`src/rtl/writeback.sv`:
```
// Y86-64 writeback stage: W pipeline register, register-file write ports,
// architectural status, halt freeze and cycle/retire counters.
module writeback (
    input  logic        clock,
    input  logic        reset,
    input  logic [3:0]  M_stat,
    input  logic [3:0]  m_stat,
    input  logic [3:0]  M_icode,
    input  logic [3:0]  M_dstE,
    input  logic [3:0]  M_dstM,
    input  logic [63:0] M_valE,
    input  logic [63:0] m_valM,
    input  logic        W_stall,
    output logic [3:0]  W_stat,
    output logic [3:0]  W_icode,
    output logic [3:0]  W_dstE,
    output logic [3:0]  W_dstM,
    output logic [63:0] W_valE,
    output logic [63:0] W_valM,
    output logic [3:0]  Stat,
    output logic        halted,
    output logic [63:0] cycle_count,
    output logic [63:0] retired_count
);

    localparam logic [3:0] STAT_BUB = 4'h0;
    localparam logic [3:0] STAT_AOK = 4'h1;
    localparam logic [3:0] STAT_HLT = 4'h2;
    localparam logic [3:0] STAT_ADR = 4'h3;
    localparam logic [3:0] STAT_INS = 4'h4;
    localparam logic [3:0] ICODE_NOP = 4'h1;
    localparam logic [3:0] REG_NONE  = 4'hF;

    typedef enum logic {
        RUN,
        HALTED
    } wb_state_e;

    wb_state_e state_q;
    wb_state_e state_d;
    logic      load;

    // The captured status comes from m_stat (memory check applied); M_stat is
    // accepted only so the port list matches the M register.
    logic unused_m_stat;
    assign unused_m_stat = ^M_stat;

    function automatic logic is_exception(input logic [3:0] s);
        return (s == STAT_HLT) || (s == STAT_ADR) || (s == STAT_INS);
    endfunction

    always_ff @(posedge clock or posedge reset) begin
        if (reset) begin
            state_q <= RUN;
        end else begin
            state_q <= state_d;
        end
    end

    always_comb begin
        state_d = state_q;
        load    = 1'b0;
        unique case (state_q)
            RUN: begin
                load = !W_stall;
                if (load && is_exception(m_stat)) begin
                    state_d = HALTED;
                end
            end
            HALTED: begin
                state_d = HALTED;
            end
            default: begin
                state_d = RUN;
            end
        endcase
    end

    always_ff @(posedge clock or posedge reset) begin
        if (reset) begin
            W_stat  <= STAT_BUB;
            W_icode <= ICODE_NOP;
            W_dstE  <= REG_NONE;
            W_dstM  <= REG_NONE;
            W_valE  <= '0;
            W_valM  <= '0;
        end else if (load) begin
            W_stat  <= m_stat;
            W_icode <= M_icode;
            W_valE  <= M_valE;
            W_valM  <= m_valM;
            // A faulting instruction must never reach the register file.
            if (m_stat == STAT_AOK) begin
                W_dstE <= M_dstE;
                W_dstM <= M_dstM;
            end else begin
                W_dstE <= REG_NONE;
                W_dstM <= REG_NONE;
            end
        end
    end

    always_ff @(posedge clock or posedge reset) begin
        if (reset) begin
            cycle_count   <= '0;
            retired_count <= '0;
        end else begin
            if (state_q == RUN) begin
                cycle_count <= cycle_count + 64'd1;
            end
            if (load && (m_stat == STAT_AOK)) begin
                retired_count <= retired_count + 64'd1;
            end
        end
    end

    assign halted = is_exception(W_stat);
    assign Stat   = (W_stat == STAT_BUB) ? STAT_AOK : W_stat;

endmodule

```
`config.mk`:
```
export PLATFORM = sky130hd
export DESIGN_NAME = writeback
export DESIGN_NICKNAME = d
export VERILOG_FILES = /design/src/rtl/writeback.sv
export SDC_FILE = /design/constraint.sdc
export NUM_CORES = 1
export LEC_CHECK = 0
export CAP_MARGIN = 20
export CORE_ASPECT_RATIO = 0.75
export CORE_UTILIZATION = 44
export CTS_CLUSTER_SIZE = 12
export DETAILED_ROUTE_END_ITERATION = 7
export GPL_TIMING_DRIVEN = 0
export PLACE_DENSITY = 0.89
export SYNTH_ARGS = -nofsm -noshare
export SYNTH_HDL_FRONTEND = slang
export SYNTH_SLANG_ARGS = --single-unit
```
`constraint.sdc`:
```
create_clock -name clock -period 10.75 [get_ports clock]
set_input_delay 1.6125 -clock clock [delete_from_list [all_inputs] [get_ports clock]]
set_output_delay 1.6125 -clock clock [all_outputs]
set_load 0.01 [all_outputs]
```
# ---- Yosys cells after proc, flatten, opt, wreduce, memory -nomap -nowiden
# Index checks and enable logic that the tools add are counted.
dict set report op_classes {
  n_reduce_logical 8
  n_mux 6
  shift 0
  n_bitwise 1
  order_cmp 0
  div_mod_pow 0
  n_eq_ne 7
  mul 0
  add_sub_neg 2
}
# cell n
set op_table {}
lappend op_table {{$add 64x1->64 const B} 2}
lappend op_table {{$eq 4x2->1 const B} 4}
lappend op_table {{$mux 4} 3}
lappend op_table {{$eq 4x3->1 const B} 2}
lappend op_table {{$eq 4x1->1 const B} 1}
lappend op_table {{$logic_not 4->1} 1}
lappend op_table {{$logic_or 1x1->1} 4}
lappend op_table {{$logic_and 1x1->1} 2}
lappend op_table {{$mux 1} 2}
lappend op_table {{$pmux 1 s2} 1}
lappend op_table {{$logic_not 1->1} 1}
lappend op_table {{$not 1->1} 1}
dict set report word_totals {
  latch_bits 0
  n_memories 0
  romBits 0
  regBits 273
  ramBits 0
  word_cells 33
}

# ---- Longest topological paths before layout
# Gate-level depths: netlist (run 1).
dict set report depth {
  depth_word 6
  depth_mapped 7
  ltp_nobuf 6
}

# ---- Worst setup path before layout (run 1)
# No wires, ideal clock.
dict set report synth_timing {
  path_type {input -> register}
  start {input port m_stat[1]}
  end {register retired_count[60]}
  required_ns 10.624
  arrival_time_ns 3.183
  cell_stages 5
  setup_slack_ns 7.442
  cell_sequence {nor4b_4 nand4_2 nor4_4 nand4_1 xnor2_1}
}
dict set report synth_between {
  elab_chain_len 2
}
# element line_no
set synth_rtl {}
lappend synth_rtl {{start, declared} 7} ;# input logic [3:0] m_stat,
lappend synth_rtl {{$eq 4x1->1} 111} ;# if (load && (m_stat == STAT_AOK)) begin
lappend synth_rtl {{$logic_and 1x1->1} 111}
lappend synth_rtl {{end signal, assigned} 112} ;# retired_count <= retired_count + 64'd1;
lappend synth_rtl {{end, declared} 23} ;# output logic [63:0] retired_count
# Every way passes these cells.
# A chain may end at the register's enable or synchronous reset.

# ---- Final worst setup path (run 1)
dict set report layout_timing {
  start {input port m_stat[1]}
  end {register retired_count[32]}
}
# The elaborated chain is that of the path after synthesis.

==> out/summary.txt, run 1 <==
Layout Nets = 1,477
sequential share of power = 47.7%
Crit Path Category = primary input to flop
# IOs = 428
Remaining DRCs = 0
Mean Syn Cell Area = 13.07 um^2
Final Hold Viols = 0
largest stage delay on the critical path = 0.75 ns
DRT Pass-1 Iters = 4
Hold Path Sink = cycle_count[63]
most common cell after layout, fill and taps aside = clkdlybuf4s50_1
FF-to-FF End = retired_count[32]
Initial Util = 45.10%
latest clock arrival within the worst-skew pair = 0.54 ns
Final Slew Violations = 0
setup repair bufs after CTS = 0
CP Capture Type = flop
TritonCTS clock tree = yes
mux cell area share after synthesis = 13.78%
sequential fraction of the synthesis area = 60.32%
number of global-route vias before repair = 8,922
Filler Cell Count = 1,811
First DRT Iteration DRCs = 457
die height = 141.1 um
leak pwr = 7.376 nW
sw frac = 21.28%
H-tree depth = 1
core area = 25,150 um^2
power share of the combinational group = 8.2%
final worst path period need = 3.816 ns
Syn Nets = 1,021
most frequent cells in the layout = 423 x clkdlybuf4s50_1, 264 x dfrtp_1, 137 x mux2_2
clock root buffer = clkbuf_16
clk sinks = 273
initial antenna violation count = 2
largest net degree at the start of global routing = 116
RR Startpoint = state_q
final setup fails = 0
Rows = 50
Final GP Congestion = 0.8581
fmax = 262.0 MHz
I/O Buffers = 423
wire per inst = 19.21 um
hold depth = 1
layout cell share with drive strength beyond 1 = 15.35%
ANT nets after route = 0
Worst EP arrival = 4.25 ns
placed inst area = 16,060 um^2
dpl cells = 1,631
hpwl dp = 23,680 um
Gate Count Post-Synth = 868
CTS resizes = 0
hold buffers post-CTS = 0
Worst path slowest cell = nor4_4
clk buf depth = 3
post-route cell area = 17,010 um^2
NetSw = 0.4783 mW
Startpoint Class = primary input
largest family of logic cells by synthesized area = simple AND/OR/NAND/NOR gates
Die ar. = 26,430 um^2
hold crit path type = flop to flop
Synth Area in Adders = 0.2206%
Worst Path Required = 11.19 ns
clock share of power = 44.1%
drt total wl = 32,310 um
maxcap violations = 0
grt ovf = 0
RSZ-0062 raised after global routing = no
R2R Setup Slk = 8.03 ns
status = finished clean
Hold Slack = 0.4724 ns
yosys warns = 0
Avg Vias per Cell = 5.168
critical path peak fanout = 10
maximum VDD drop = 0.1262 mV
crit-path leading delay family = simple AND/OR/NAND/NOR gates
first-pass GRT wire length = 50,260 um
Yosys cell types = 38
Vias = 8,692
Num CTS Buffers = 29
crit path cell chain = clkdlybuf4s50_1 > nor4b_4 > nand4_2 > nor4_4 > nand2_1 > xnor2_1
post-synthesis simple-gate area fraction = 13.85%
Synth Area in Compound Gates = 0.6839%
Pint = 1.769 mW
chip width = 187.4 um
Worst Max-Slew Pin Slew = 1.029 ns
Worst slew margin = 30.83%
cells on worst reg2reg path = 6
async set-reset flop share out of synthesis = 100.0%
ys flop type = dfrtp_1
Post-Layout Cell Count = 1,682
worst hold path startpoint = cycle_count[63]
area added between synthesis and finish = 49.93%
Yosys reg bits = 273
Netlist Area Pre-Place = 11,340 um^2
Period Utilization, post-route = 35.50%
Synth Area in XOR/XNOR = 9.729%
pwr dens = 132.1 nW/um^2
EDFF count, synth = 0
CP bufs+invs = 1
gr usage total = 24.19%
clock skew = 0.01652 ns
Worst-path clk slew = 0.06 ns
logic make-up after synthesis:
group,count (synthesis)
buf+inv,42
simple gates,277
mux,139
xor+xnor,126
flops,273
fa+ha+maj,2
compound gates,9
flip-flops by register name, indices dropped and copies added (netlist names):
| signal | count |
|---|---|
| W_valE | 64 |
| W_valM | 64 |
| cycle_count | 64 |
| retired_count | 64 |
| W_dstE | 4 |
| W_dstM | 4 |
| W_icode | 4 |
| W_stat | 4 |
| state_q | 1 |
layout make-up:
class | count | area (um^2) | area share (%)
clock buffer | 45 | 865.8 | 5.091
timing repair buffer | 425 | 4289 | 25.22
clock inverter | 4 | 73.82 | 0.4340
sequential | 273 | 6843 | 40.23
inverter | 19 | 78.83 | 0.4635
antenna | 2 | 5.005 | 0.02943
buffer | 23 | 88.84 | 0.5223
tap | 338 | 422.9 | 2.487
multi-input combinational | 553 | 4340 | 25.52
metrics by stage:
| stage | TNS (ns) | utilization [%] | power, mW | worst slack, ns |
|---|---|---|---|---|
| detailed placement | 0 | 63.87 | 1.276 | 6.400 |
| CTS | 0 | 67.61 | 2.276 | 6.967 |
| finish | 0 | 67.63 | 2.247 | 6.934 |
| floorplan | 0 | - | 1.145 | 1.629 |
| global placement | -419.10 | 63.62 | 1.269 | -1.611 |
| global route | 0 | 67.63 | 2.325 | 6.793 |
worst max-delay path by stage:
stage,start,to,slack (ns),cells after the start
2_1_floorplan,reset,W_icode[1],1.63,1
3_3_place_gp,reset,W_valE[46],-1.61,2
3_5_place_dp,W_stall,W_valM[0],6.40,6
4_1_cts,W_stall,W_valM[0],6.97,6
5_1_grt,m_stat[1],retired_count[36],6.79,6
6_report,m_stat[1],retired_count[32],6.93,6
cells in the mapped netlist (all sizes together), types with 4 or more instances:
cell | n | area [um^2]
nor2 | 44 | 165.2
inv | 19 | 71.32
nand2 | 55 | 206.5
nand4 | 45 | 315.3
and4 | 15 | 131.4
nand3 | 44 | 220.2
and3 | 8 | 50.05
o22a | 8 | 70.07
nor4 | 15 | 163.9
and2 | 5 | 31.28
nand2b | 4 | 25.02
nor3 | 27 | 135.1
xor2 | 50 | 437.9
dfstp | 9 | 236.5
clkbuf | 15 | 56.30
xnor2 | 76 | 665.6
dfrtp | 264 | 6606
mux2 | 137 | 1543
buf | 8 | 32.53
power by group through the flow:
stage	logic [mW]	registers [mW]	clock network (mW)
after global placement	0.179	1.09	0
after floorplan	0.0418	1.10	0
after global routing	0.197	1.08	1.05
final	0.183	1.07	0.991
after detailed placement	0.184	1.09	0
after CTS	0.187	1.07	1.02
worst register-to-register path: stages, from the launching register on:
cell and delay [ns]:
dfrtp_1 0.45, nor2_1 0.25, buf_2 0.33, nand4_2 0.39
nor4_4 0.76, nand2_1 0.18, xnor2_1 0.25
metal layers:
| layer | part of all wire, % | global-route usage (%) | vias to the layer above |
|---|---|---|---|
| met5 | 0 | 0 | - |
| met4 | 4.4 | 11.21 | 0 |
| met3 | 7.3 | 6.149 | 79 |
| met2 | 50 | 41.40 | 369 |
| met1 | 38 | 28.81 | 4301 |
| li1 | - | - | 3943 |
No activity file was read; power rests on OpenSTA's default activity.
==> run 2, diff against run 1 <==
Clock period 10.75 ns to 3.77 ns, I/O delays scaled along.
==> out/summary.txt, run 2 (synthesis results as in run 1) <==
R2R Setup Slk = 1.10 ns (was 8.03 ns)
maximum VDD drop = 0.3322 mV (was 0.1262 mV)
clock root buffer = clkbuf_16 (unchanged)
hold buffers post-CTS = 0 (unchanged)
number of global-route vias before repair = 9,159 (was 8,922)
CP Capture Type = flop (unchanged)
Worst-path clk slew = 0.06 ns (about the same)
core area = 25,150 um^2 (unchanged)
setup ws final = 1.073 ns (was 6.934 ns)
drt total wl = 32,250 um (was 32,310 um)
most frequent cells in the layout = 423 x clkdlybuf4s50_1, 264 x dfrtp_1, 137 x mux2_2 (unchanged)
die height = 141.1 um (unchanged)
layout cell share with drive strength beyond 1 = 15.26% (was 15.35%)
hpwl dp = 24,560 um (was 23,680 um)
Worst Max-Slew Pin Slew = 1.092 ns (was 1.029 ns)
largest net degree at the start of global routing = 46 (was 116)
Crit Path Category = primary input to flop (unchanged)
critical path peak fanout = 10 (unchanged)
initial antenna violation count = 2 (unchanged)
Final Slew Violations = 0 (unchanged)
First DRT Iteration DRCs = 262 (was 457)
TritonCTS clock tree = yes (unchanged)
gr usage total = 24.27% (was 24.19%)
Remaining DRCs = 0 (unchanged)
Placement Setup Slack = 0.5188 ns (was 6.400 ns)
RR Startpoint = state_q (unchanged)
Final Hold Viols = 0 (unchanged)
clk sinks = 273 (unchanged)
Vias = 8,741 (was 8,692)
leak pwr = 7.384 nW (was 7.376 nW)
Hold Slack = 0.4024 ns (was 0.4724 ns)
Num CTS Buffers = 28 (was 29)
Avg Vias per Cell = 5.172 (was 5.168)
Initial Util = 45.10% (unchanged)
cells on worst reg2reg path = 6 (unchanged)
Worst slew margin = 26.59% (was 30.83%)
wire per inst = 19.09 um (was 19.21 um)
pwr dens = 370.3 nW/um^2 (was 132.1 nW/um^2)
Worst Path Required = 4.17 ns (was 11.19 ns)
DRT Pass-1 Iters = 4 (unchanged)
H-tree depth = 1 (unchanged)
maxcap violations = 0 (unchanged)
Period Utilization, post-route = 71.54%
CP startpoint = m_stat[1] (unchanged)
Die ar. = 26,430 um^2 (unchanged)
hold crit path type = primary input to async pin (was flop to flop)
Worst EP arrival = 3.09 ns (was 4.25 ns)
Post-Layout Cell Count = 1,690 (was 1,682)
Rows = 50 (unchanged)
fmax = 370.8 MHz
latest clock arrival within the worst-skew pair = 0.54 ns (about the same)
grt ovf = 0 (unchanged)
status = finished clean (unchanged)
Final GP Congestion = 0.8840 (was 0.8581)
# IOs = 428 (unchanged)
clk buf depth = 3 (unchanged)
area added between synthesis and finish = 50.28% (was 49.93%)
RSZ-0062 raised after global routing = no (unchanged)
setup repair bufs after CTS = 0 (unchanged)
most common cell after layout, fill and taps aside = clkdlybuf4s50_1 (unchanged)
dpl cells = 1,636 (was 1,631)
chip width = 187.4 um (unchanged)
I/O Buffers = 423 (unchanged)
FF-to-FF End = retired_count[60] (was retired_count[32])
Layout Nets = 1,481 (was 1,477)
final setup fails = 0 (unchanged)
clock skew = 0.02842 ns (was 0.01652 ns)
ANT nets after route = 0 (unchanged)
final worst path period need = 2.697 ns
CTS resizes = 0 (unchanged)
Startpoint Class = primary input (unchanged)
first-pass GRT wire length = 50,590 um (was 50,260 um)
[run 2: per-stage QoR]
step           area, um^2  TNS, ns  total power [mW]  utilization (%)
2_1_floorplan       11350  -104.96             3.266                -
3_3_place_gp        16000  -605.96             3.619            63.64
3_5_place_dp        16140        0             3.652            64.19
4_1_cts             17040        0             6.384            67.76
5_1_grt             17050        0             6.515            67.78
6_report            17050        0             6.313            67.78
[run 2: report_power, final]
| group | internal (mW) | switching, mW | leakage (nW) |
|---|---|---|---|
| clock network | 1.62 | 1.10 | 0.434 |
| logic | 0.344 | 0.194 | 3.33 |
| registers | 3.01 | 0.0462 | 3.62 |
[run 2: area by class of cell]
class / count / area, um^2
fillers: 1781 / 8103
flip-flops and latches: 273 / 6843
repair buffers: 430 / 4374
multi-input cells: 553 / 4340
clock buffers: 48 / 827.0
well taps: 338 / 422.9
plain buffers: 23 / 88.84
inverters: 19 / 75.07
clock inverters: 4 / 70.07
diodes: 2 / 5.005
[run 2: per-layer routing]
metal / GRT usage (%) / up-vias / wire length (um)
met5: 0 / - / 0
met4: 11.25 / 0 / 1457
met3: 6.597 / 92 / 2319
met2: 42.30 / 351 / 16220
met1: 27.99 / 4339 / 12250
li1: - / 3959 / -
[run 2: how the worst max path moves through the flow]
stage / to / slack, ns / cells past startpoint
final: retired_count[60] / 1.07 / 6
after detailed placement: retired_count[60] / 0.52 / 7
after global routing: retired_count[60] / 0.83 / 6
after global placement: W_valM[52] / -2.29 / 2
after floorplan: W_icode[1] / -0.40 / 1
after CTS: retired_count[60] / 1.05 / 6
[run 2: worst max-delay path, stage by stage]
cell	delay, ns
clkdlybuf4s50_1	0.48
nor4b_4	0.51
nand4_2	0.41
nor4_4	0.71
nand4_1	0.23
xnor2_1	0.18
==> run 3, diff against run 2 <==
Settings changed: CORE_UTILIZATION 44 to 40, PLACE_DENSITY 0.89 to 0.86.
Clock period 3.77 ns to 2.4 ns, I/O delays scaled along.
==> out/summary.txt, run 3 (synthesis results as in run 1) <==
status = finished clean (unchanged)
layout cell share with drive strength beyond 1 = 16.81% (was 15.26%)
most frequent cells in the layout = 423 x clkdlybuf4s50_1, 263 x dfrtp_1, 137 x mux2_2 (was 423 x clkdlybuf4s50_1, 264 x dfrtp_1, 137 x mux2_2)
maxcap violations = 0 (unchanged)
# IOs = 428 (unchanged)
initial antenna violation count = 1 (was 2)
grt ovf = 0 (unchanged)
I/O Buffers = 423 (unchanged)
placed inst area = 16,170 um^2 (was 16,140 um^2)
clock root buffer = clkbuf_16 (unchanged)
Avg Vias per Cell = 5.002 (was 5.172)
Final Slew Violations = 0 (unchanged)
First DRT Iteration DRCs = 299 (was 262)
Placement Setup Slack = -0.7850 ns (was 0.5188 ns)
Final Hold Viols = 0 (unchanged)
Period Utilization, post-route = 95.03%
Filler Cell Count = 2,059 (was 1,781)
leak pwr = 7.491 nW (was 7.384 nW)
cells on worst reg2reg path = 6 (unchanged)
Worst Max-Slew Pin Slew = 0.8179 ns (was 1.092 ns)
clk sinks = 273 (unchanged)
chip width = 196.5 um (was 187.4 um)
CP startpoint = W_stat[1] (was m_stat[1])
Worst Path Required = 2.04 ns (was 4.17 ns)
clock skew = 0.02310 ns (was 0.02842 ns)
Post-Layout Cell Count = 1,735 (was 1,690)
clk buf depth = 3 (unchanged)
Vias = 8,679 (was 8,741)
fmax = 438.5 MHz
number of global-route vias before repair = 8,892 (was 9,159)
Pint = 7.629 mW (was 4.974 mW)
dpl cells = 1,675 (was 1,636)
TritonCTS clock tree = yes (unchanged)
core area = 27,390 um^2 (was 25,150 um^2)
pwr dens = 568.6 nW/um^2 (was 370.3 nW/um^2)
die height = 147.8 um (was 141.1 um)
sw frac = 21.88% (was 21.21%)
latest clock arrival within the worst-skew pair = 0.55 ns (was 0.54 ns)
largest net degree at the start of global routing = 45 (was 46)
Worst EP arrival = 1.92 ns (was 3.09 ns)
post-route cell area = 17,180 um^2 (was 17,050 um^2)
final setup fails = 0 (unchanged)
DRT Pass-1 Iters = 5 (was 4)
Worst slew margin = 45.36% (was 26.59%)
ANT nets after route = 0 (unchanged)
Die ar. = 29,040 um^2 (was 26,430 um^2)
Worst-path clk slew = 0.06 ns (about the same)
sequential share of power = 49.2% (was 48.5%)
most common cell after layout, fill and taps aside = clkdlybuf4s50_1 (unchanged)
hpwl dp = 24,910 um (was 24,560 um)
Crit Path Category = flop to primary output (was primary input to flop)
hold crit path type = primary input to async pin (unchanged)
clock share of power = 42.2% (was 43.0%)
power share of the combinational group = 8.6% (was 8.5%)
Rows = 52 (was 50)
hold buffers post-CTS = 0 (unchanged)
wire per inst = 18.90 um (was 19.09 um)
drt total wl = 32,800 um (was 32,250 um)
CP Capture Type = primary output (was flop)
register area = 6844 um^2 (was 6843 um^2)
Startpoint Class = flop (was primary input)
Remaining DRCs = 0 (unchanged)
H-tree depth = 1 (unchanged)
R2R Setup Slk = 0.13 ns (was 1.10 ns)
Num CTS Buffers = 28 (unchanged)
Multi-input gate area = 4409 um^2 (was 4340 um^2)
first-pass GRT wire length = 50,310 um (was 50,590 um)
NetSw = 2.137 mW (was 1.339 mW)
gr usage total = 22.26% (was 24.27%)
maximum VDD drop = 0.5916 mV (was 0.3322 mV)
Final GP Congestion = 0.8740 (was 0.8840)
RR Startpoint = retired_count[17] (was state_q)
final worst path period need = 2.281 ns
setup ws final = 0.1194 ns (was 1.073 ns)
Layout Nets = 1,487 (was 1,481)
critical path peak fanout = 6 (was 10)
Initial Util = 41.41% (was 45.10%)
RSZ-0062 raised after global routing = yes (was no)
area added between synthesis and finish = 51.41% (was 50.28%)
run 3: routing by layer:
layer | track usage (%) | up-vias | routed length, um
met2 | 37.66 | 341 | 15980
li1 | - | 3981 | -
met1 | 26.50 | 4292 | 12880
met3 | 7.369 | 65 | 2795
met5 | 0 | - | 0
met4 | 7.969 | 0 | 1142
run 3: timing repair:
item / 4_1_cts / 5_1_grt
buffers inserted: 4 / 4
endpoints found under the setup margin: 114 / 26
resized for setup: 16 / 5
pin swaps: 2 / 3
run 3: worst paths after layout:
kind                                     endpoint
worst max register to register  retired_count[49]
worst min register to register  retired_count[63]
max in group asynchronous              W_icode[0]
worst min-delay path              cycle_count[52]
worst max-delay path                      Stat[0]
min in group clock                      W_dstE[1]
run 3: cell type report:
type | count | share of cell area (%)
sequential | 273 | 39.85
buffer | 22 | 0.5755
inverter | 19 | 0.4371
antenna | 1 | 0.01457
multi-input combinational | 553 | 25.67
clock inverter | 3 | 0.1020
tap | 378 | 2.754
timing repair buffer | 437 | 25.70
clock buffer | 49 | 4.895
run 3: worst max-delay path, stage by stage, from the launching register on:
cell	delay, ns
dfrtp_1	0.46
nor3_1	0.20
or2_2	0.13
clkdlybuf4s50_1	0.58
run 3: through the flow:
stage | utilization (%) | hold WS [ns] | setup TNS (ns) | power, mW
final | 62.70 | 0.3203 | 0 | 9.765
after global routing | 62.70 | 0.3493 | -0.07010 | 10.12
after CTS | 62.47 | 0.3063 | 0 | 9.892
after detailed placement | 59.05 | 0.4627 | -79.55 | 5.739
after global placement | 58.61 | 0.4572 | -1014.12 | 5.695
after floorplan | - | 0.4574 | -417.83 | 5.130
run 3: power by group through the flow:
stage	Combinational (mW)	Sequential (mW)	Clock, mW
2_1_floorplan	0.188	4.94	0
3_3_place_gp	0.813	4.88	0
3_5_place_dp	0.852	4.89	0
4_1_cts	0.858	4.80	4.23
5_1_grt	0.906	4.82	4.40
6_report	0.844	4.80	4.12
